===== src/rtl/regfile_writeback_arbiter.sv =====
// regfile_writeback_arbiter
//
// Shares the single write port of registers_bank between two writeback
// requesters. Port A is the ALU result and port B is the load unit.
//
// Arbitration is round-robin with a 1-bit priority pointer. The winning
// write is registered onto we/sel_in/data_in, so the bank is written one
// edge after the transfer.
//
// A busy scoreboard holds one bit per register. Decode sets a register's
// bit when it reserves that register as a destination. The bit clears when
// a writeback to that register transfers. Upstream logic uses the bits to
// stall on hazards.
//
// Ports
//   clock, reset            rising-edge clock; async active-low reset
//   a_valid/a_ready/a_sel/a_data   port A writeback handshake + payload
//   b_valid/b_ready/b_sel/b_data   port B writeback handshake + payload
//   rsv_valid, rsv_sel      decode reserves destination rsv_sel
//   flush                   synchronous clear of every busy bit
//   we, sel_in, data_in     registered write to registers_bank
//   busy                    bit r = 1: register r has a writeback outstanding

// One scoreboard bit for a nonzero register.
// Priority: flush > reserve (set) > writeback (clr) > hold.
module regfile_busy_cell (
  input  logic clock,
  input  logic reset,
  input  logic flush,
  input  logic set,
  input  logic clr,
  output logic busy
);

  always_ff @(posedge clock or negedge reset) begin
    if (!reset)      busy <= 1'b0;
    else if (flush)  busy <= 1'b0;
    else if (set)    busy <= 1'b1;
    else if (clr)    busy <= 1'b0;
  end

endmodule

module regfile_writeback_arbiter #(
  parameter int DATA_WIDTH = 32,
  parameter int SEL_WIDTH  = 5
) (
  input  logic                      clock,
  input  logic                      reset,
  input  logic                      a_valid,
  output logic                      a_ready,
  input  logic [SEL_WIDTH-1:0]      a_sel,
  input  logic [DATA_WIDTH-1:0]     a_data,
  input  logic                      b_valid,
  output logic                      b_ready,
  input  logic [SEL_WIDTH-1:0]      b_sel,
  input  logic [DATA_WIDTH-1:0]     b_data,
  input  logic                      rsv_valid,
  input  logic [SEL_WIDTH-1:0]      rsv_sel,
  input  logic                      flush,
  output logic                      we,
  output logic [SEL_WIDTH-1:0]      sel_in,
  output logic [DATA_WIDTH-1:0]     data_in,
  output logic [(1<<SEL_WIDTH)-1:0] busy
);

  localparam int NUM_REGS = 1 << SEL_WIDTH;

  typedef struct packed {
    logic [SEL_WIDTH-1:0]  sel;
    logic [DATA_WIDTH-1:0] data;
  } wb_req_t;

  wb_req_t a_req, b_req, win_req;
  logic    ptr;        // 0: A has priority, 1: B has priority
  logic    grant_a, grant_b, xfer;
  logic    win_nz;     // winning write targets a real register (not x0)

  assign a_req = '{sel: a_sel, data: a_data};
  assign b_req = '{sel: b_sel, data: b_data};

  // Grant is purely a function of the valids and ptr. Reset gates it so
  // that no handshake completes while reset is held low.
  always_comb begin
    grant_a = 1'b0;
    grant_b = 1'b0;
    if (reset) begin
      if (a_valid && b_valid) begin
        grant_a = ~ptr;
        grant_b =  ptr;
      end else begin
        grant_a = a_valid;
        grant_b = b_valid;
      end
    end
  end

  assign a_ready = grant_a;
  assign b_ready = grant_b;
  assign xfer    = grant_a | grant_b;
  assign win_req = grant_b ? b_req : a_req;
  assign win_nz  = |win_req.sel;

  // Priority moves away from whichever port just transferred.
  always_ff @(posedge clock or negedge reset) begin
    if (!reset)    ptr <= 1'b0;
    else if (xfer) ptr <= grant_a;
  end

  // Registered bank write. x0 writes are accepted, but they never raise we.
  // sel_in/data_in hold their value while the arbiter is idle.
  always_ff @(posedge clock or negedge reset) begin
    if (!reset) begin
      we      <= 1'b0;
      sel_in  <= '0;
      data_in <= '0;
    end else begin
      we <= xfer & win_nz;
      if (xfer) begin
        sel_in  <= win_req.sel;
        data_in <= win_req.data;
      end
    end
  end

  // Scoreboard. Register 0 is hardwired, so it has no cell.
  assign busy[0] = 1'b0;

  for (genvar r = 1; r < NUM_REGS; r++) begin : g_busy
    logic set, clr;
    assign set = rsv_valid && (rsv_sel == SEL_WIDTH'(r));
    assign clr = xfer && (win_req.sel == SEL_WIDTH'(r));

    regfile_busy_cell u_cell (
      .clock (clock),
      .reset (reset),
      .flush (flush),
      .set   (set),
      .clr   (clr),
      .busy  (busy[r])
    );
  end

endmodule


===== config.mk =====
export PLATFORM = sky130hd
export DESIGN_NAME = regfile_writeback_arbiter
export DESIGN_NICKNAME = d
export VERILOG_FILES = /design/src/rtl/regfile_writeback_arbiter.sv
export SDC_FILE = /design/constraint.sdc
export NUM_CORES = 1
export LEC_CHECK = 0
export ABC_AREA = 1
export CAP_MARGIN = 0
export CORE_MARGIN = 4
export CORE_UTILIZATION = 39
export DETAILED_ROUTE_END_ITERATION = 16
export HOLD_SLACK_MARGIN = 0.12
export PLACE_DENSITY = 0.77
export SLEW_MARGIN = 20
export SYNTH_ARGS = -nofsm -noshare
export SYNTH_HDL_FRONTEND = slang
export SYNTH_HIERARCHICAL = 1
export SYNTH_SLANG_ARGS = --single-unit

===== constraint.sdc =====
create_clock -name clock -period 1.55 [get_ports clock]
set_clock_uncertainty 0.1 [all_clocks]
set_input_delay 0.155 -clock clock [delete_from_list [all_inputs] [get_ports clock]]
set_output_delay 0.155 -clock clock [all_outputs]
set_load 0.01 [all_outputs]

==> results of run 1 <==
-- worst max-delay path, delay by kind of cell (launching register included) --
family	cells	cell delay, ps
AND/OR/NAND/NOR	8	770
AO/OA/AOI/OAI	1	60
buffers and inverters	5	390
flip-flops	1	390
-- metrics by stage --
step / util / TNS [ps] / hold WS (ps)
3_3_place_gp: 0.606 / -23200 / 369
3_5_place_dp: 0.606 / -26330 / 371
2_1_floorplan: - / 0 / -241
4_1_cts: 0.653 / -5070 / 256
6_report: 0.667 / -7030 / 267
5_1_grt: 0.667 / -10180 / 275
-- Yosys cell counts, drive strengths merged --
master	n
a21oi	32
dfrtp	70
nand3	5
clkinv	1
clkbuf	5
nor4	3
nand2	148
nor3	1
a31oi	32
o21ai	5
inv	81
nor2	104
or2	1
conb	1
o21bai	1
buf	13
-- metal layers --
metal  up-vias  global-route usage  part of all wire  wire (µm)
met5         -                   0                 0          0
met3        29              0.0453             0.064        781
met4         0              0.0796             0.025        302
li1       1931                   -                 -          -
met1      1830               0.259              0.39       4740
met2       138               0.383              0.53       6470
-- layout by cell type (no fill, tap or decap), types with 18 or more instances in the layout --
cell and n:
clkdlybuf4s50_1 136, nand2_1 122, nor2_1 77, inv_1 73
dfrtp_1 70, a31oi_1 32, a21oi_2 31, buf_4 30
nor2_2 20, nand2_2 18
-- worst paths after layout --
path | to | cells after the start | startpoint | slack, ps
hold / removal | data_in[4]$_DFFE_PN0P_ | 3 | b_data[4] | 270
setup / recovery | g_busy[5].u_cell/busy$_DFFE_PN0P_ | 14 | ptr$_DFFE_PN0P_ | -270
max in group asynchronous | g_busy[20].u_cell/busy$_DFFE_PN0P_ | 4 | reset | 370
hold reg to reg | sel_in[3]$_DFFE_PN0P_ | 2 | sel_in[3]$_DFFE_PN0P_ | 390
setup reg to reg | g_busy[5].u_cell/busy$_DFFE_PN0P_ | 14 | ptr$_DFFE_PN0P_ | -270
min in group asynchronous | data_in[18]$_DFFE_PN0P_ | 4 | reset | 550
-- final cells by class --
cell class	count	area (µm²)	share of cell area
Clock buffer	10	128	0.0206
Clock inverter	5	27.5	0.00444
Inverter	82	319	0.0515
Multi-Input combinational cell	333	1740	0.281
Sequential cell	70	1750	0.283
Tap cell	129	161	0.0261
Timing Repair Buffer	202	2060	0.333
-- registers in the layout, indices dropped and copies added, names as in the netlist --
signal	flops
data_in	32
g_busy.u_cell/busy	31
sel_in	5
ptr	1
we	1
-- what timing repair did --
item	in CTS	in global routing
gates resized for setup	48	44
cloned	2	0
pin swaps	15	14
hold buffers	1	0
endpoints found under the hold margin	70	0
setup buffers	11	3
endpoints found under the setup margin	66	154
-- where the power goes --
group | internal, mW | switching (mW) | total (mW)
Clock | 0.561 | 0.677 | 1.24
Sequential | 1.99 | 0.0869 | 2.07
Combinational | 0.785 | 0.695 | 1.48
-- cell families (layout without fill, tap and decap cells) --
family,Yosys count,after routing
other cells,1,1
compound gates,70,70
buf+inv,100,299
flops,70,70
simple gates,262,262
==> results.yml, run 1 <==
global_routing:
  antenna_found_initial: 0
  grt_pass1_wl_mm: 19.3
  grt_pass1_vias: 3931
  grt_usage: 0.217
  gr-total-overflow: 0
  grt_max_degree: 71
pwr:
  vdd_drop_max_mv: 0.470
  p_per_area_nw_per_um2: 774
  leakagePower_nw: 2.74
  total_power_mw: 4.79
logic_synthesis:
  synth_fa_ha_area_frac: 0
  synth_warnings: 6
  synth_xor_area_frac: 0
  synthSimpleGateAreaFrac: 0.281
  synth_cell_types: 24
  avgSynthCellArea_um2: 7.40
  muxShareOfSynthArea: 0
  synth_compound_area_frac: 0.137
  post-synth-top-area-fraction: 0.471
  synth_cells: 503
  synth_area_um2: 3720
  syn-num-nets: 588
  yosys.area.top_type: "dfrtp_1"
  synthTopCellsByArea: "dfrtp_1, nand2_1, nor2_1"
  ys_seq_area_frac: 0.471
  synth-seq-cells: 70
  synth_top_family_by_area: "simple AND/OR/NAND/NOR gates"
detailed_routing:
  avgRoutedWirePerCell_um: 14.8
  vias: 3928
  drc_errors: 0
  drt_iter0_drc: 229
  drtPass1Iterations: 5
  wl_mm: 12.3
  drtAntennaViolNets: 0
  viasPerCell: 4.73
outcome:
  status: "finished, violations left"
  violations: "negative setup slack"
worst_setup_path:
  cp.required_ps: 1670
  path_cells: "inv_2 > nand2_4 > nand2_4 > buf_6 > buf_6 > nand2_4 > nand2_4 > inv_4 > nor2_4 > nand2_2 > nor2_2 > inv_1 > nand2_1 > a21oi_2"
  worstPathArrival_ps: 1940
  start_kind: "flip-flop"
  slowest_delay_ps: 390
  cpMostUsedCell: "nand2_4"
  cp-end-kind: "flip-flop"
  crit_slowest_cell: "dfrtp_1"
  crit_path_max_fanout: 4
  critical_path_class: "reg -> reg"
clock_network:
  clkSinkCount: 70
  clk_path_buf_depth: 2
  h-tree-depth: 3
  clkLatencyLatePin_ps: 330
  cts_tree: "done"
  path_clk_slew_ps: 80
  clockRootBuffer: "clkbuf_8"
  numCtsBuffers: 9
layout:
  drive_gt1_frac: 0.229
  n_antenna_cell: 0
  area_delta_synth_final_pct: 66.5
  layout.nets: 783
  final_area_um2: 6190
  finalNonFillerCells: 831
  nFillCells: 749
placed_design:
  io_buffer_count: 155
  gp_congestion: 0.854
  dpl_cell_area_um2: 5630
  place_inst: 799
  pre_cts_ws_ps: -451
  dp_hpwl_mm: 8.79
timing:
  min_period_ps: 1820
  hold_viol_final: 0
  post-route-period-util: 1.17
  timing.final.ws_setup_ps: -270
  worst_slew_pin_slew_ps: 637
  max_slew_margin: 0.576
  rsz0062_at_grt: "true"
  timing.final.max_slew_violations: 0
  fmax_mhz: 549
  setup_viol: 34
die:
  boundaryPins: 157
  core_um2: 9280
  dieArea_um2: 11200
  rows: 35
  die_h_um: 106
  die_w_um: 106
  start_util: 0.401
run:
  max_cap_viol_count: 0
min_path:
  hp-class: "in -> reg"
No activity file was read; power rests on OpenSTA's default activity.
==> inputs of run 2 (changes only) <==
MAX_ROUTING_LAYER = met4   (was unset)
PLACE_DENSITY = unset   (was 0.77)
PLACE_DENSITY_LB_ADDON = 0.05   (was unset)
==> results.yml, run 2 (synthesized netlist as in run 1, its figures left out) <==
pwr:
  p_per_area_nw_per_um2: 772
  vdd_drop_max_mv: 0.494
  leakagePower_nw: 2.71
outcome:
  violations: "negative setup slack"
  status: "finished, violations left"
worst_setup_path:
  path_cells: "inv_2 > nand2_4 > nand2_8 > nand2_1 > o21ai_1 > or2_4 > buf_12 > nor2_1 > inv_1 > nand2_1 > a21oi_2"
  cpMostUsedCell: "nand2_1"
  worstPathArrival_ps: 1830
  cpLargestDelayFamily: "simple AND/OR/NAND/NOR gates"
  critical_path_class: "reg -> reg"
  cp_num_buf_inv: 3
  start_kind: "flip-flop"
  cp-end-kind: "flip-flop"
  cp.required_ps: 1660
  crit_path_max_fanout: 9
  slowest_delay_ps: 360
  crit_slowest_cell: "dfrtp_1"
timing:
  post-route-period-util: 1.11
  worst_slew_pin_slew_ps: 865
  timing.final.max_slew_violations: 0
  whs_ps: 136
  max_slew_margin: 0.424
  hold_viol_final: 0
  min_period_ps: 1710
  setup_viol: 50
  rsz0062_at_grt: "true"
  timing.final.ws_setup_ps: -164
  fmax_mhz: 584
clock_network:
  clk_path_buf_depth: 2
  h-tree-depth: 3
  clockRootBuffer: "clkbuf_8"
  path_clk_slew_ps: 70
  clkLatencyLatePin_ps: 330
  numCtsBuffers: 9
  cts_tree: "done"
  clkSinkCount: 70
global_routing:
  gr-total-overflow: 0
  grt_pass1_wl_mm: 18.6
  grt_max_degree: 66
  grt_usage: 0.213
  grt_pass1_vias: 3869
  antenna_found_initial: 0
die:
  die_w_um: 106
  boundaryPins: 157
  die_h_um: 106
  core_um2: 9280
  start_util: 0.401
  dieArea_um2: 11200
  rows: 35
layout:
  regArea_um2: 1750
  final_area_um2: 6340
  multiInputGateArea_um2: 1760
  mostFrequentLayoutCells: "clkdlybuf4s50_1, nand2_1, nor2_1"
  nFillCells: 816
  reg.largest.list: "data_in x32, g_busy.u_cell/busy x31, sel_in x5"
  largest_register_ffs: 32
  layout.nets: 788
  finalNonFillerCells: 834
  area_delta_synth_final_pct: 70.4
  layout.cells.most_common: "clkdlybuf4s50_1"
  regMostFlops: "data_in"
  drive_gt1_frac: 0.252
  final_util: 0.683
  n_antenna_cell: 0
placed_design:
  place_inst: 803
  pre_cts_ws_ps: -459
  io_buffer_count: 155
  gp_congestion: 0.895
  dp_hpwl_mm: 8.28
  dpl_cell_area_um2: 5650
run:
  max_cap_viol_count: 0
detailed_routing:
  wl_mm: 12.6
  viasPerCell: 4.71
  drt_iter0_drc: 160
  avgRoutedWirePerCell_um: 15.1
  drtPass1Iterations: 4
  drtAntennaViolNets: 0
  vias: 3928
  drc_errors: 0
min_path:
  hp-class: "in -> reg"
run 2: cell types whose count changed in the layout (fill, tap and decap cells not counted), moves of 3 or more:
cell	previous run	this run
nand2_2	18	34
nand2_1	122	109
clkdlybuf4s50_1	136	142
clkinv_2	5	2
nand2_4	8	4
clkbuf_16	0	6
nor2_2	20	24
inv_4	2	5
nor2_1	77	74
dlymetal6s2s_1	15	9
run 2: per-layer routing:
| metal | vias up | global-route usage | wire length [µm] |
|---|---|---|---|
| met1 | 1841 | 0.273 | 5650 |
| met5 | - | - | 0 |
| met3 | 18 | 0.0398 | 787 |
| met2 | 127 | 0.337 | 5920 |
| li1 | 1942 | - | - |
| met4 | 0 | 0.0786 | 270 |
run 2: repair_timing:
item | CTS | global route
setup buffers | 3 | 4
hold endpoints to repair | 70 | 0
resized for setup | 37 | 66
cloned | 0 | 9
endpoints found under the setup margin | 66 | 74
pin swaps | 12 | 41
hold buffers | 2 | 0
run 2: final cells by class:
| cell class | count | area share |
|---|---|---|
| Clock buffer | 11 | 0.0239 |
| Sequential cell | 70 | 0.276 |
| Timing Repair Buffer | 207 | 0.343 |
| Inverter | 82 | 0.0525 |
| Tap cell | 129 | 0.0255 |
| Multi-Input combinational cell | 333 | 0.277 |
| Clock inverter | 2 | 0.00158 |
run 2: where the power goes:
group	internal (mW)	switching, mW
clock network	0.637	0.646
logic	0.822	0.712
registers	1.99	0.0877
total	3.45	1.45
run 2: stage by stage:
stage	setup TNS (ps)	power [mW]
floorplan	0	2.61
global placement	-24060	3.40
detailed placement	-26790	3.42
CTS	-2650	4.77
global route	-10570	5.14
finish	-4880	4.89
run 2: worst paths after layout:
| path | cells after the start | slack [ps] | startpoint | to |
|---|---|---|---|---|
| setup / recovery | 11 | -160 | ptr$_DFFE_PN0P_ | g_busy[30].u_cell/busy$_DFFE_PN0P_ |
| hold / removal | 3 | 140 | flush | g_busy[6].u_cell/busy$_DFFE_PN0P_ |
| setup reg to reg | 11 | -160 | ptr$_DFFE_PN0P_ | g_busy[30].u_cell/busy$_DFFE_PN0P_ |
| hold reg to reg | 2 | 390 | sel_in[0]$_DFFE_PN0P_ | sel_in[0]$_DFFE_PN0P_ |
| max in group asynchronous | 3 | 210 | reset | g_busy[20].u_cell/busy$_DFFE_PN0P_ |
| min in group asynchronous | 3 | 290 | reset | data_in[20]$_DFFE_PN0P_ |
run 2: worst min-delay path, stage by stage:
cell and delay [ps]:
buf_2 100, buf_12 230, a21oi_2 40
